`src/rtl/ppu_write_ctrl.sv`:
```
`default_nettype none
// ============================================================================
// Module      : ppu_write_ctrl
// Description : Host write path into the PPU RAMs. Parses command/data words,
//               queues writes in a FIFO and drains them only during vblank.
// Revision    : 1.0 - initial release
// ============================================================================
module ppu_write_ctrl #(
    parameter int FIFO_DEPTH = 16
) (
    input  logic        clk,
    input  logic        reset,
    input  logic [31:0] write_data,
    input  logic        write,
    input  logic        chipselect,
    input  logic        vblank,
    output logic        rw_tile_buffer,
    output logic        rw_tile_graphics,
    output logic        rw_sprite_graphics,
    output logic        rw_color_palettes,
    output logic        rw_OAM,
    output logic [8:0]  addr_tile_buffer,
    output logic [10:0] addr_tile_graphics,
    output logic [10:0] addr_sprite_graphics,
    output logic [2:0]  addr_color_palettes,
    output logic [7:0]  addr_OAM,
    output logic [31:0] write_data_tile_buffer,
    output logic [31:0] write_data_tile_graphics,
    output logic [31:0] write_data_sprite_graphics,
    output logic [23:0] write_data_color_palettes,
    output logic [31:0] write_data_OAM,
    output logic        fifo_full,
    output logic        overflow,
    output logic        bad_target
);

    localparam int                 c_PTR_W   = $clog2(FIFO_DEPTH);
    localparam int                 c_ENTRY_W = 3 + 11 + 32;
    localparam logic [c_PTR_W:0]   c_DEPTH   = FIFO_DEPTH[c_PTR_W:0];
    localparam logic [2:0]         c_MAX_TGT = 3'd4;

    typedef enum logic [0:0] {
        ST_CMD  = 1'b0,
        ST_DATA = 1'b1
    } state_t;

    state_t                 r_state, w_state_next;
    logic [2:0]             r_target, w_target_next;
    logic [10:0]            r_addr, w_addr_next;
    logic [8:0]             r_remaining, w_remaining_next;
    logic                   w_beat, w_push, w_drop, w_bad_cmd, w_pop, w_space;

    logic [c_ENTRY_W-1:0]   r_mem [FIFO_DEPTH];
    logic [c_PTR_W-1:0]     r_wr_ptr, r_rd_ptr;
    logic [c_PTR_W:0]       r_count, w_count_next;

    logic                   r_pop_valid;
    logic [c_ENTRY_W-1:0]   r_pop_entry;
    logic [2:0]             w_pop_tgt;
    logic [10:0]            w_pop_addr;
    logic [31:0]            w_pop_data;
    logic [9:0]             w_unused_bits;

    assign w_unused_bits = write_data[9:0];
    assign w_beat        = write && chipselect;
    // Space is judged on the pre-edge count; a same-cycle pop does not help.
    assign w_space       = (r_count < c_DEPTH);
    assign w_pop         = vblank && (r_count != '0);

    always_comb begin
        w_state_next     = r_state;
        w_target_next    = r_target;
        w_addr_next      = r_addr;
        w_remaining_next = r_remaining;
        w_push           = 1'b0;
        w_drop           = 1'b0;
        w_bad_cmd        = 1'b0;
        case (r_state)
            ST_CMD: begin
                if (w_beat) begin
                    w_target_next    = write_data[31:29];
                    w_addr_next      = write_data[28:18];
                    w_remaining_next = {1'b0, write_data[17:10]} + 9'd1;
                    w_bad_cmd        = (write_data[31:29] > c_MAX_TGT);
                    w_state_next     = ST_DATA;
                end
            end
            ST_DATA: begin
                if (w_beat) begin
                    w_addr_next      = r_addr + 11'd1;
                    w_remaining_next = r_remaining - 9'd1;
                    if (r_target <= c_MAX_TGT) begin
                        w_push = w_space;
                        w_drop = !w_space;
                    end
                    if (r_remaining == 9'd1) begin
                        w_state_next = ST_CMD;
                    end
                end
            end
        endcase
    end

    always_comb begin
        w_count_next = r_count;
        case ({w_push, w_pop})
            2'b10:   w_count_next = r_count + 1'b1;
            2'b01:   w_count_next = r_count - 1'b1;
            default: w_count_next = r_count;
        endcase
    end

    always_ff @(posedge clk) begin
        if (reset) begin
            r_state     <= ST_CMD;
            r_target    <= 3'd0;
            r_addr      <= 11'd0;
            r_remaining <= 9'd0;
            r_wr_ptr    <= '0;
            r_rd_ptr    <= '0;
            r_count     <= '0;
            fifo_full   <= 1'b0;
            overflow    <= 1'b0;
            bad_target  <= 1'b0;
            r_pop_valid <= 1'b0;
            r_pop_entry <= '0;
        end else begin
            r_state     <= w_state_next;
            r_target    <= w_target_next;
            r_addr      <= w_addr_next;
            r_remaining <= w_remaining_next;
            r_count     <= w_count_next;
            fifo_full   <= (w_count_next == c_DEPTH);
            if (w_push) begin
                r_wr_ptr <= r_wr_ptr + 1'b1;
            end
            if (w_pop) begin
                r_rd_ptr    <= r_rd_ptr + 1'b1;
                r_pop_entry <= r_mem[r_rd_ptr];
            end
            r_pop_valid <= w_pop;
            if (w_drop) begin
                overflow <= 1'b1;
            end
            if (w_bad_cmd) begin
                bad_target <= 1'b1;
            end
        end
    end

    always_ff @(posedge clk) begin
        if (w_push) begin
            r_mem[r_wr_ptr] <= {r_target, r_addr, write_data};
        end
    end

    assign w_pop_tgt  = r_pop_entry[45:43];
    assign w_pop_addr = r_pop_entry[42:32];
    assign w_pop_data = r_pop_entry[31:0];

    // Address/data ports keep their last value; only the strobes return to 0.
    always_ff @(posedge clk) begin
        if (reset) begin
            rw_tile_buffer             <= 1'b0;
            rw_tile_graphics           <= 1'b0;
            rw_sprite_graphics         <= 1'b0;
            rw_color_palettes          <= 1'b0;
            rw_OAM                     <= 1'b0;
            addr_tile_buffer           <= 9'd0;
            addr_tile_graphics         <= 11'd0;
            addr_sprite_graphics       <= 11'd0;
            addr_color_palettes        <= 3'd0;
            addr_OAM                   <= 8'd0;
            write_data_tile_buffer     <= 32'd0;
            write_data_tile_graphics   <= 32'd0;
            write_data_sprite_graphics <= 32'd0;
            write_data_color_palettes  <= 24'd0;
            write_data_OAM             <= 32'd0;
        end else begin
            rw_tile_buffer     <= 1'b0;
            rw_tile_graphics   <= 1'b0;
            rw_sprite_graphics <= 1'b0;
            rw_color_palettes  <= 1'b0;
            rw_OAM             <= 1'b0;
            if (r_pop_valid) begin
                case (w_pop_tgt)
                    3'd0: begin
                        rw_tile_buffer         <= 1'b1;
                        addr_tile_buffer       <= w_pop_addr[8:0];
                        write_data_tile_buffer <= w_pop_data;
                    end
                    3'd1: begin
                        rw_tile_graphics         <= 1'b1;
                        addr_tile_graphics       <= w_pop_addr;
                        write_data_tile_graphics <= w_pop_data;
                    end
                    3'd2: begin
                        rw_sprite_graphics         <= 1'b1;
                        addr_sprite_graphics       <= w_pop_addr;
                        write_data_sprite_graphics <= w_pop_data;
                    end
                    3'd3: begin
                        rw_color_palettes         <= 1'b1;
                        addr_color_palettes       <= w_pop_addr[2:0];
                        write_data_color_palettes <= w_pop_data[23:0];
                    end
                    3'd4: begin
                        rw_OAM         <= 1'b1;
                        addr_OAM       <= w_pop_addr[7:0];
                        write_data_OAM <= w_pop_data;
                    end
                    default: begin
                        rw_OAM <= 1'b0;
                    end
                endcase
            end
        end
    end

endmodule
`default_nettype wire
```
`config.mk`:
```
export PLATFORM = sky130hd
export DESIGN_NAME = ppu_write_ctrl
export DESIGN_NICKNAME = d
export VERILOG_FILES = /design/src/rtl/ppu_write_ctrl.sv
export SDC_FILE = /design/constraint.sdc
export NUM_CORES = 1
export LEC_CHECK = 0
export BUFFER_PORTS_ARGS = -buffer_cell sky130_fd_sc_hd__buf_2
export CAP_MARGIN = 15
export CORE_MARGIN = 8
export CORE_UTILIZATION = 25
export DETAILED_ROUTE_END_ITERATION = 6
export MAX_ROUTING_LAYER = met4
export SYNTH_ARGS = -nofsm -noshare
export SYNTH_HDL_FRONTEND = slang
export SYNTH_SLANG_ARGS = --single-unit
```
`constraint.sdc`:
```
create_clock -name clk -period 6.4 [get_ports clk]
set_clock_uncertainty 0.1 [all_clocks]
set_input_delay 0.32 -clock clk [delete_from_list [all_inputs] [get_ports clk]]
set_output_delay 0.32 -clock clk [all_outputs]
set_load 0.005 [all_outputs]
```
# After elaboration in Yosys (flattened, before gate mapping)
# Memory sizes are Yosys's and may differ from the RTL's. A register that Yosys moved wholly into a read port is not among the register bits.
# Index checks and enable logic that the tools add are counted.
dict set report word_totals {
  input_bits 37
  out_inout_bits 202
  mem_bits_rw 736
  ff_bits 240
  memories 1
}
dict set report op_classes {
  n_mux 26
  bitwise_logic 2
  addsub 7
  eq_ne 10
  reduce_logical 13
  magnitude_cmp 3
}
# name words word_bits rd rd_clocked_by_memory_dff write_ports line_no
set mem_list {}
lappend mem_list {r_mem 16 46 1 1 1 53} ;# logic [c_ENTRY_W-1:0] r_mem [FIFO_DEPTH];
# operator count
set op_table {}
lappend op_table {{$mux 11} 2}
lappend op_table {{$pmux 11 s2} 1}
lappend op_table {{$mux 1} 18}
lappend op_table {{$mux 9} 2}
lappend op_table {{$pmux 9 s2} 1}
lappend op_table {{$reduce_and 2->1} 7}
lappend op_table {{$add 11x1->11 const B} 1}
lappend op_table {{$pmux 5 s2} 1}
lappend op_table {{$add 8x1->9 const B} 1}
lappend op_table {{$eq 9x1->1 const B} 1}
lappend op_table {{$sub 9x1->9 const B} 1}
lappend op_table {{$add 4x1->4 const B} 2}
lappend op_table {{$eq 3x2->1 const B} 2}
lappend op_table {{$add 5x1->5 const B} 1}
lappend op_table {{$eq 5x5->1 const B} 1}
lappend op_table {{$lt 5x5->1 const B} 1}
lappend op_table {{$reduce_bool 5->1} 1}
lappend op_table {{$sub 5x1->5 const B} 1}
lappend op_table {{$eq 3x1->1 const B} 1}
lappend op_table {{$eq 3x3->1 const B} 1}
lappend op_table {{$gt 3x3->1 const B} 1}
lappend op_table {{$le 3x3->1 const B} 1}
lappend op_table {{$logic_not 3->1} 1}
lappend op_table {{$eq 2x1->1 const B} 1}
lappend op_table {{8 further kinds} 10}

# Depth between registers and ports, before layout
# Gate-level depths: netlist of run 1.
dict set report depth {
  word_depth 7
  mapped_depth 13
}

# Worst setup path before layout of run 1
# No wires, ideal clock.
dict set report synth_timing {
  kind {flip-flop to flip-flop}
  from {reg r_target[0]}
  to {mem r_mem[3][0] (netlist name) (enable)}
  required_ns 5.794
  period_less_slack_ns 5.169
  arrival_ns 4.562
  slack_ns 1.231
  path_stages_with_launch 6
  path_cell_list {dfxtp_1 > o21ai_0 > and2_1 > buf_1 > nand2_1 > nor3_1}
}
dict set report synth_via {
  elab_chain_len 6
}
# item line_no
set synth_lines {}
lappend synth_lines {{start, declared} 48} ;# logic [2:0] r_target, w_target_next;
lappend synth_lines {{start signal, assigned} 129} ;# r_target <= w_target_next;
lappend synth_lines {{$le 3x3->1} 92} ;# if (r_target <= c_MAX_TGT) begin
lappend synth_lines {{$mux 1} 92}
lappend synth_lines {{$mux 1} 89} ;# if (w_beat) begin
lappend synth_lines {{$mux 1} 78} ;# case (r_state)
lappend synth_lines {{$mux 1} 152} ;# if (w_push) begin
lappend synth_lines {{$mux 1 (not written as such)} 153} ;# r_mem[r_wr_ptr] <= {r_target, r_addr, write_data};
lappend synth_lines {{end, declared} 53}
# Every way passes these cells.

# Final worst setup path of run 1
dict set report layout_timing {
  from {reg r_count[0]}
  to {reg fifo_full}
}
dict set report layout_via {
  elab_chain_len 7
  elab_cells_between_ends 12
  classes_between {add/sub: 2; order compare: 1; eq/ne: 3; mux: 4; reduce/logical: 2}
}
# item line_no
set layout_lines {}
lappend layout_lines {{start, declared} 55} ;# logic [c_PTR_W:0] r_count, w_count_next;
lappend layout_lines {{start signal, assigned} 132} ;# r_count <= w_count_next;
lappend layout_lines {{$lt 5x5->1} 67} ;# assign w_space = (r_count < c_DEPTH);
lappend layout_lines {{$mux 1} 92}
lappend layout_lines {{$mux 1} 89}
lappend layout_lines {{$mux 1} 78}
lappend layout_lines {{$eq 2x1->1 / $eq 2x2->1 (equally long branches)} 106} ;# case ({w_push, w_pop})
lappend layout_lines {{$pmux 5 s2 *} 106}
lappend layout_lines {{$eq 5x5->1 *} 133} ;# fifo_full <= (w_count_next == c_DEPTH);
lappend layout_lines {{end signal, assigned} 133}
lappend layout_lines {{end, declared} 32} ;# output logic fifo_full,
# Every way passes the cells marked *; elsewhere a longest branch is shown, timed or not.
# A chain may end at the register's enable or synchronous reset.

==> results of run 1 <==
[path summary, 6_finish.rpt]
kind | endpoint | startpoint | slack [ns]
hold / removal | r_mem[3][17]$_DFFE_PP_ | write_data[17] | 0.01
setup reg to reg | fifo_full$_SDFF_PP0_ | r_count[0]$_SDFF_PP0_ | 2.68
hold reg to reg | write_data_sprite_graphics[10]$_SDFFE_PP0P_ | write_data_sprite_graphics[10]$_SDFFE_PP0P_ | 0.35
setup / recovery | fifo_full$_SDFF_PP0_ | r_count[0]$_SDFF_PP0_ | 2.68
[where the power goes]
part | total, mW | switching, mW | internal (mW)
combinational | 0.719 | 0.401 | 0.317
clock | 5.88 | 2.49 | 3.39
sequential | 7.22 | 0.103 | 7.12
[final cells by class]
type,instances,area (µm²)
Inverter,11,41.29
Tap cell,2030,2540
Clock buffer,132,2739
Multi-Input combinational cell,1227,9956
Sequential cell,1022,27840
Antenna cell,12,30.03
Timing Repair Buffer,307,1844
Fill cell,15040,106500
Clock inverter,52,549.3
[layout by cell type (no fill, tap or decap), types with 22 or more instances in the layout]
master	n
clkbuf_16	103
a21oi_1	265
nor2_1	45
o21ai_0	23
mux4_2	230
dlygate4sd3_1	27
nand2_1	510
buf_2	237
buf_4	38
clkbuf_1	22
edfxtp_1	736
dfxtp_1	282
[flip-flops by register name (all words and copies together) (netlist names), 11 cells and up]
register	count
write_data_tile_buffer	32
r_mem	736
r_addr	11
write_data_sprite_graphics	32
addr_sprite_graphics	11
write_data_OAM	32
write_data_tile_graphics	32
addr_tile_graphics	11
write_data_color_palettes	24
r_pop_entry	46
[cell families after synthesis]
group           count (synthesis)
flops                        1022
simple gates                  642
compound gates                323
mux                           235
buf+inv                       158
xor+xnor                       16
fa+ha+maj                      11
[per-layer routing]
layer / global-route usage (%) / routed length, µm / vias to the layer above
li1: - / - / 9625
met1: 15.53 / 43470 / 11210
met2: 18.65 / 47100 / 713
met3: 3.035 / 7289 / 120
met4: 2.782 / 1858 / 0
met5: - / 0 / -
[what timing repair did]
item / CTS / global route
endpoints found under the setup margin: 0 / 0
hold buffers: 27 / 0
endpoints found under the hold margin: 404 / 0
==> qor.csv, run 1 <==
metric,value,unit
synth_area_leaders,"edfxtp_1 (58%), dfxtp_1 (15%), mux4_2 (14%), nand2_1 (5.0%), a21oi_1 (3.5%)",
post_cts_buffers,0,
maxCapViolations,0,
required,6.87,ns
fp.coreArea,152100,µm²
area_delta_synth_final,18.81,%
avgViaCountPerCell,4.521,
worstMarginPinSlew,1.151,ns
wl,99.72,mm
hold_viol_final,0,
gr-usage-all-layers,11.89,%
end_kind,flop,
dpl_cell_area,41920,µm²
synth_fa_ha_area_share,0.3591,%
port_buffers,238,
fp.dieH,407.6,µm
synth_warnings,0,
r2r_cells,12,
synth_top_family_by_area,multiplexers,
place_ws,2.715,ns
yosys-top-cells-count,"edfxtp_1 (736), nand2_1 (512), dfxtp_1 (286)",
finalSetupTns,0,ns
clk_pin_slew,0.06,ns
wl_per_cell,20.80,µm
route.detailed.drc,0,
syn_area_per_cell,15.92,µm²
synth_nets,2455,
whs_path_depth,1,
synth.ff_latch_count,1022,
drive_above_1_share,25.26,%
final_area,45540,µm²
cts_resized,0,
clkSinkCount,1022,
clockBufferDepth,3,
power_leakage,14.42,nW
finalNetCount,2714,
die_area,166100,µm²
cp_slowest_cell,buf_4,
synth.most_common_cell,edfxtp_1,
setup_violations,0,
fmax,268.9,MHz
power_density,303.5,nW/µm²
ys.flop_type,edfxtp_1,
synth_xor_area_share,0.3656,%
slew_violations,0,
post-route-period-util,58.11,%
cp_slowest_stage_delay,0.59,ns
grt_pass1_vias,21430,
num_rows,143,
synth.distinct_cells,49,
place_hpwl,62.83,mm
synth_top_cell_by_area,edfxtp_1,
synth_edf_count,736,
p_total,13.82,mW
crit_top_cell,xor2_1,
insertion_delay,0.67,ns
cts_max_level,3,
crit_cells,12,
dpl.cell_count,4569,
crit_type,flop to flop,
cp-start-kind,flop,
grt_pass1_wl,147.3,mm
tritoncts,done,
synth_mux_area_share,13.64,%
holdWs,0.01258,ns
ir_drop,163.7,µV
dr.first_iter.drc_count,2041,
synth_compound_area_share,4.495,%
overflow,0,
utilization,29.94,%
synth_cells,2407,
start_util,25.20,%
synthSimpleGateAreaFrac,6.731,%
first_pass_iters,5,
crit_buf_inv,1,
period_minus_slack,3.719,ns
yosysTopAreaCellShare,57.66,%
cp.arrival,4.19,ns
grt_max_degree,145,
antenna_found_initial,16,
num_vias,21670,
ios,239,
ys_seq_area_share,72.60,%
netlist_area,38330,µm²
antenna_left,0,
async_flop_share,0,%
routabilityCongestion,0.7670,
crit_path_max_fanout,36,
crit_family,compound AO/OA/AOI/OAI gates,
grt_setup_unrepaired,false,
stdcell_count,4793,
status,completed,
die_w,407.6,µm
hold_class,primary input to flop,
worst_slew_margin_rel,23.02,%
clock-root-buffer,clkbuf_16,
setup_ws,2.681,ns
cp_cell_sequence,"or4_4, o21ai_4, buf_4, nor2_1, xor2_1, ha_1, a21oi_1, nand2_1, o32ai_1, o21bai_1, xor2_1, a2111oi_2",
cts-buffers-inserted,97,
No activity file was read; power rests on OpenSTA's default activity.
==> run 2: changes to the inputs <==
Settings changed: ABC_AREA set to 1.
Clock period 6.4 ns to 3.4 ns, I/O delays scaled along.
==> qor.csv, run 2 <==
metric,value,unit,change
hold-path-endpoint,overflow$_SDFFE_PP0P_,,
fmax,347.9,MHz,
power.switching,11.11,mW,+270%
port_buffers,238,,unchanged
fp.dieH,409.9,µm,+0.56%
place_ws,0.8249,ns,-1.890 ns
fp.coreArea,154000,µm²,+1.3%
cts_max_level,3,,unchanged
cp_cell_sequence,"dlygate4sd3_1, buf_2, nand2_1, dlygate4sd3_1, nor2_8, nand3b_4, inv_1, nand2_1, nor2_4, buf_4",,
worst_slew_margin_rel,26.86,%,+3.8 points
setup_ws,0.5255,ns,-2.155 ns
ir_drop,431.5,µV,+160%
num_vias,26960,,+24%
ys.flop_type,edfxtp_1,,
maxCapViolations,0,,unchanged
area_delta_synth_final,19.33,%,
stdcell_count,5718,,+19%
pwr-share-comb,25.1,%,+20 points
post-route-period-util,84.54,%,
p_int,22.64,mW,+110%
min_from,overflow$_SDFFE_PP0P_,,
insertion_delay,0.68,ns,about the same
period_minus_slack,2.875,ns,
p_total,33.76,mW,+140%
synth.most_common_cell,edfxtp_1,,
cts-buffers-inserted,102,,+5.2%
crit_path_max_fanout,30,,-17%
clk_pin_slew,0.06,ns,about the same
place_hpwl,65.63,mm,+4.5%
syn_area_per_cell,11.58,µm²,-27%
clockBufferDepth,3,,unchanged
ys_seq_area_share,71.75,%,-0.85 points
netlist_area,38780,µm²,+1.2%
regArea,27840,µm²,unchanged
status,completed,,
die_area,168000,µm²,+1.1%
synth_area_leaders,"edfxtp_1 (57%), dfxtp_1 (15%), o21ai_0 (8.4%), nor2_1 (6.4%), o22ai_1 (3.1%)",,
r2r_cells,7,,-5
synth_top_cell_by_area,edfxtp_1,,
drive_above_1_share,13.91,%,-11 points
tritoncts,done,,
top_regs,"r_mem (736), r_pop_entry (46)",,
yosys-top-cells-count,"edfxtp_1 (736), nor2_1 (658), o21ai_0 (653)",,
cp_slowest_cell,dlygate4sd3_1,,
cp-start-kind,primary input,,
rrSetupSlack,0.79,ns,-1.89 ns
grt_setup_unrepaired,false,,
hold_viol_final,0,,unchanged
first_pass_iters,5,,unchanged
clkSinkCount,1022,,unchanged
cts_resized,0,,unchanged
power_leakage,16.45,nW,+14%
clock-root-buffer,clkbuf_16,,
synth_cells,3349,,+39%
avgViaCountPerCell,4.714,,+4.3%
grt_pass1_vias,25530,,+19%
grt_pass1_wl,166.3,mm,+13%
finalSetupTns,0,ns,unchanged
required,3.58,ns,-3.29 ns
end_kind,flop,,
grt_max_degree,128,,-12%
holdWs,0.3511,ns,+0.3386 ns
async_flop_share,0,%,unchanged
dpl.cell_count,5478,,+20%
cp_slowest_stage_delay,0.63,ns,+0.04 ns
finalNetCount,3624,,+34%
routabilityCongestion,0.7966,,+3.9%
dr.first_iter.drc_count,2724,,+33%
r2r-start,r_state$_SDFF_PP0_,,
antenna_left,0,,unchanged
num_rows,144,,+0.70%
power_density,729.4,nW/µm²,+140%
cp.arrival,3.06,ns,-1.13 ns
antenna_found_initial,23,,+7
wl,112.7,mm,+13%
slew_violations,0,,unchanged
synth_edf_count,736,,unchanged
worstMarginPinSlew,1.097,ns,-0.05341 ns
setup_violations,0,,unchanged
post_cts_buffers,0,,unchanged
n_fill_cell,15560,,+3.4%
pwr-share-seq,42.9,%,-9.4 points
crit_type,primary input to flop,,
ios,239,,unchanged
multi_input_area,9648,µm²,-3.1%
p_clk_share,32.0,%,-10 points
route.detailed.drc,0,,unchanged
start_util,25.18,%,-0.028 points
overflow,0,,unchanged
synth_warnings,0,,unchanged
swShare,32.92,%,+11 points
synth.distinct_cells,45,,-8.2%
largest_register_ffs,736,,unchanged
whs_path_depth,2,,+1
die_w,409.9,µm,+0.56%
layout_commonest_cell,edfxtp_1,,
synth_nets,3397,,+38%
timing.rr.end,r_mem[13][17]$_DFFE_PP_,,
top_register,r_mem,,
yosysTopAreaCellShare,56.99,%,-0.67 points
synth.ff_latch_count,1022,,unchanged
gr-usage-all-layers,13.09,%,+1.2 points
wl_per_cell,19.72,µm,-5.2%
layout_common_cells,"edfxtp_1 (736), o21ai_0 (653), nor2_1 (640), dfxtp_1 (282), buf_2 (237)",,
hold_class,flop to flop,,
## run 2: cell types whose count changed after synthesis, moves of 12 or more
cell	before	now
o22ai_1	4	191
clkbuf_1	98	168
o21ai_1	0	53
a31oi_1	1	13
inv_1	10	118
a21oi_1	265	207
buf_2	14	44
nand2_1	512	78
nor2_1	59	658
mux4_2	230	0
o211ai_1	1	16
nor3_1	15	1
o21ai_0	23	653
nand3_1	9	25
## run 2: power by group through the flow
stage / combinational [mW] / sequential, mW / clock, mW
global route: 9.46 / 14.5 / 11.5
detailed placement: 8.39 / 14.7 / 0
finish: 8.47 / 14.5 / 10.8
CTS: 8.47 / 14.5 / 11.0
global placement: 8.32 / 14.7 / 0
floorplan: 5.50 / 14.5 / 0
## run 2: logic make-up (layout without fill, tap and decap cells)
kind of cell,Yosys count,count (layout),synth area share [%]
AO/OA/AOI/OAI,1157,1157,15.91
flip-flops,1022,1022,71.75
AND/OR/NAND/NOR,783,783,7.911
buffers and inverters,362,673,3.749
XOR/XNOR,13,13,0.2936
adder cells (fa/ha/maj),11,11,0.3549
multiplexers,1,1,0.02581
other,0,14,0
## run 2: what timing repair did
item	4_1_cts	5_1_grt
endpoints found under the setup margin	0	0
hold buffers	38	0
endpoints found under the hold margin	572	0
## run 2: per-layer routing
metal / track usage (%) / share of wire [%]
met5: - / 0
met4: 3.182 / 2.0
met1: 17.52 / 44
met3: 2.404 / 8.1
met2: 20.63 / 46
## run 2: worst max-delay path, delay by kind of cell
| family | cells | cell delay [ns] |
|---|---|---|
| AND/OR/NAND/NOR | 5 | 0.88 |
| buffers and inverters | 5 | 1.95 |
## run 2: through the flow
stage                     utilization [%]  area (µm²)
after floorplan                         -       38780
after global placement              27.69       42660
after detailed placement            27.69       42660
after CTS                           30.02       46240
after global routing                30.04       46280
final                               30.04       46280
## run 2: how the worst max path moves through the flow
stage | from | end | slack, ns
final | write | r_mem[13][17]$_DFFE_PP_ | 0.53
after global routing | write | r_mem[13][18]$_DFFE_PP_ | 0.38
after CTS | write | r_mem[13][19]$_DFFE_PP_ | 0.56
after detailed placement | r_state$_SDFF_PP0_ | r_mem[13][7]$_DFFE_PP_ | 0.82
after global placement | r_state$_SDFF_PP0_ | r_mem[13][7]$_DFFE_PP_ | 0.88
after floorplan | r_state$_SDFF_PP0_ | r_mem[11][0]$_DFFE_PP_ | -0.13
## run 2: final cells by class
cell class | instances | share of cell area, %
flip-flops and latches | 1022 | 60.15
multi-input cells | 1965 | 20.85
clock buffers | 136 | 6.005
well taps | 2044 | 5.526
repair buffers | 356 | 5.402
inverters | 129 | 1.076
clock inverters | 52 | 0.9138
diodes | 14 | 0.07570
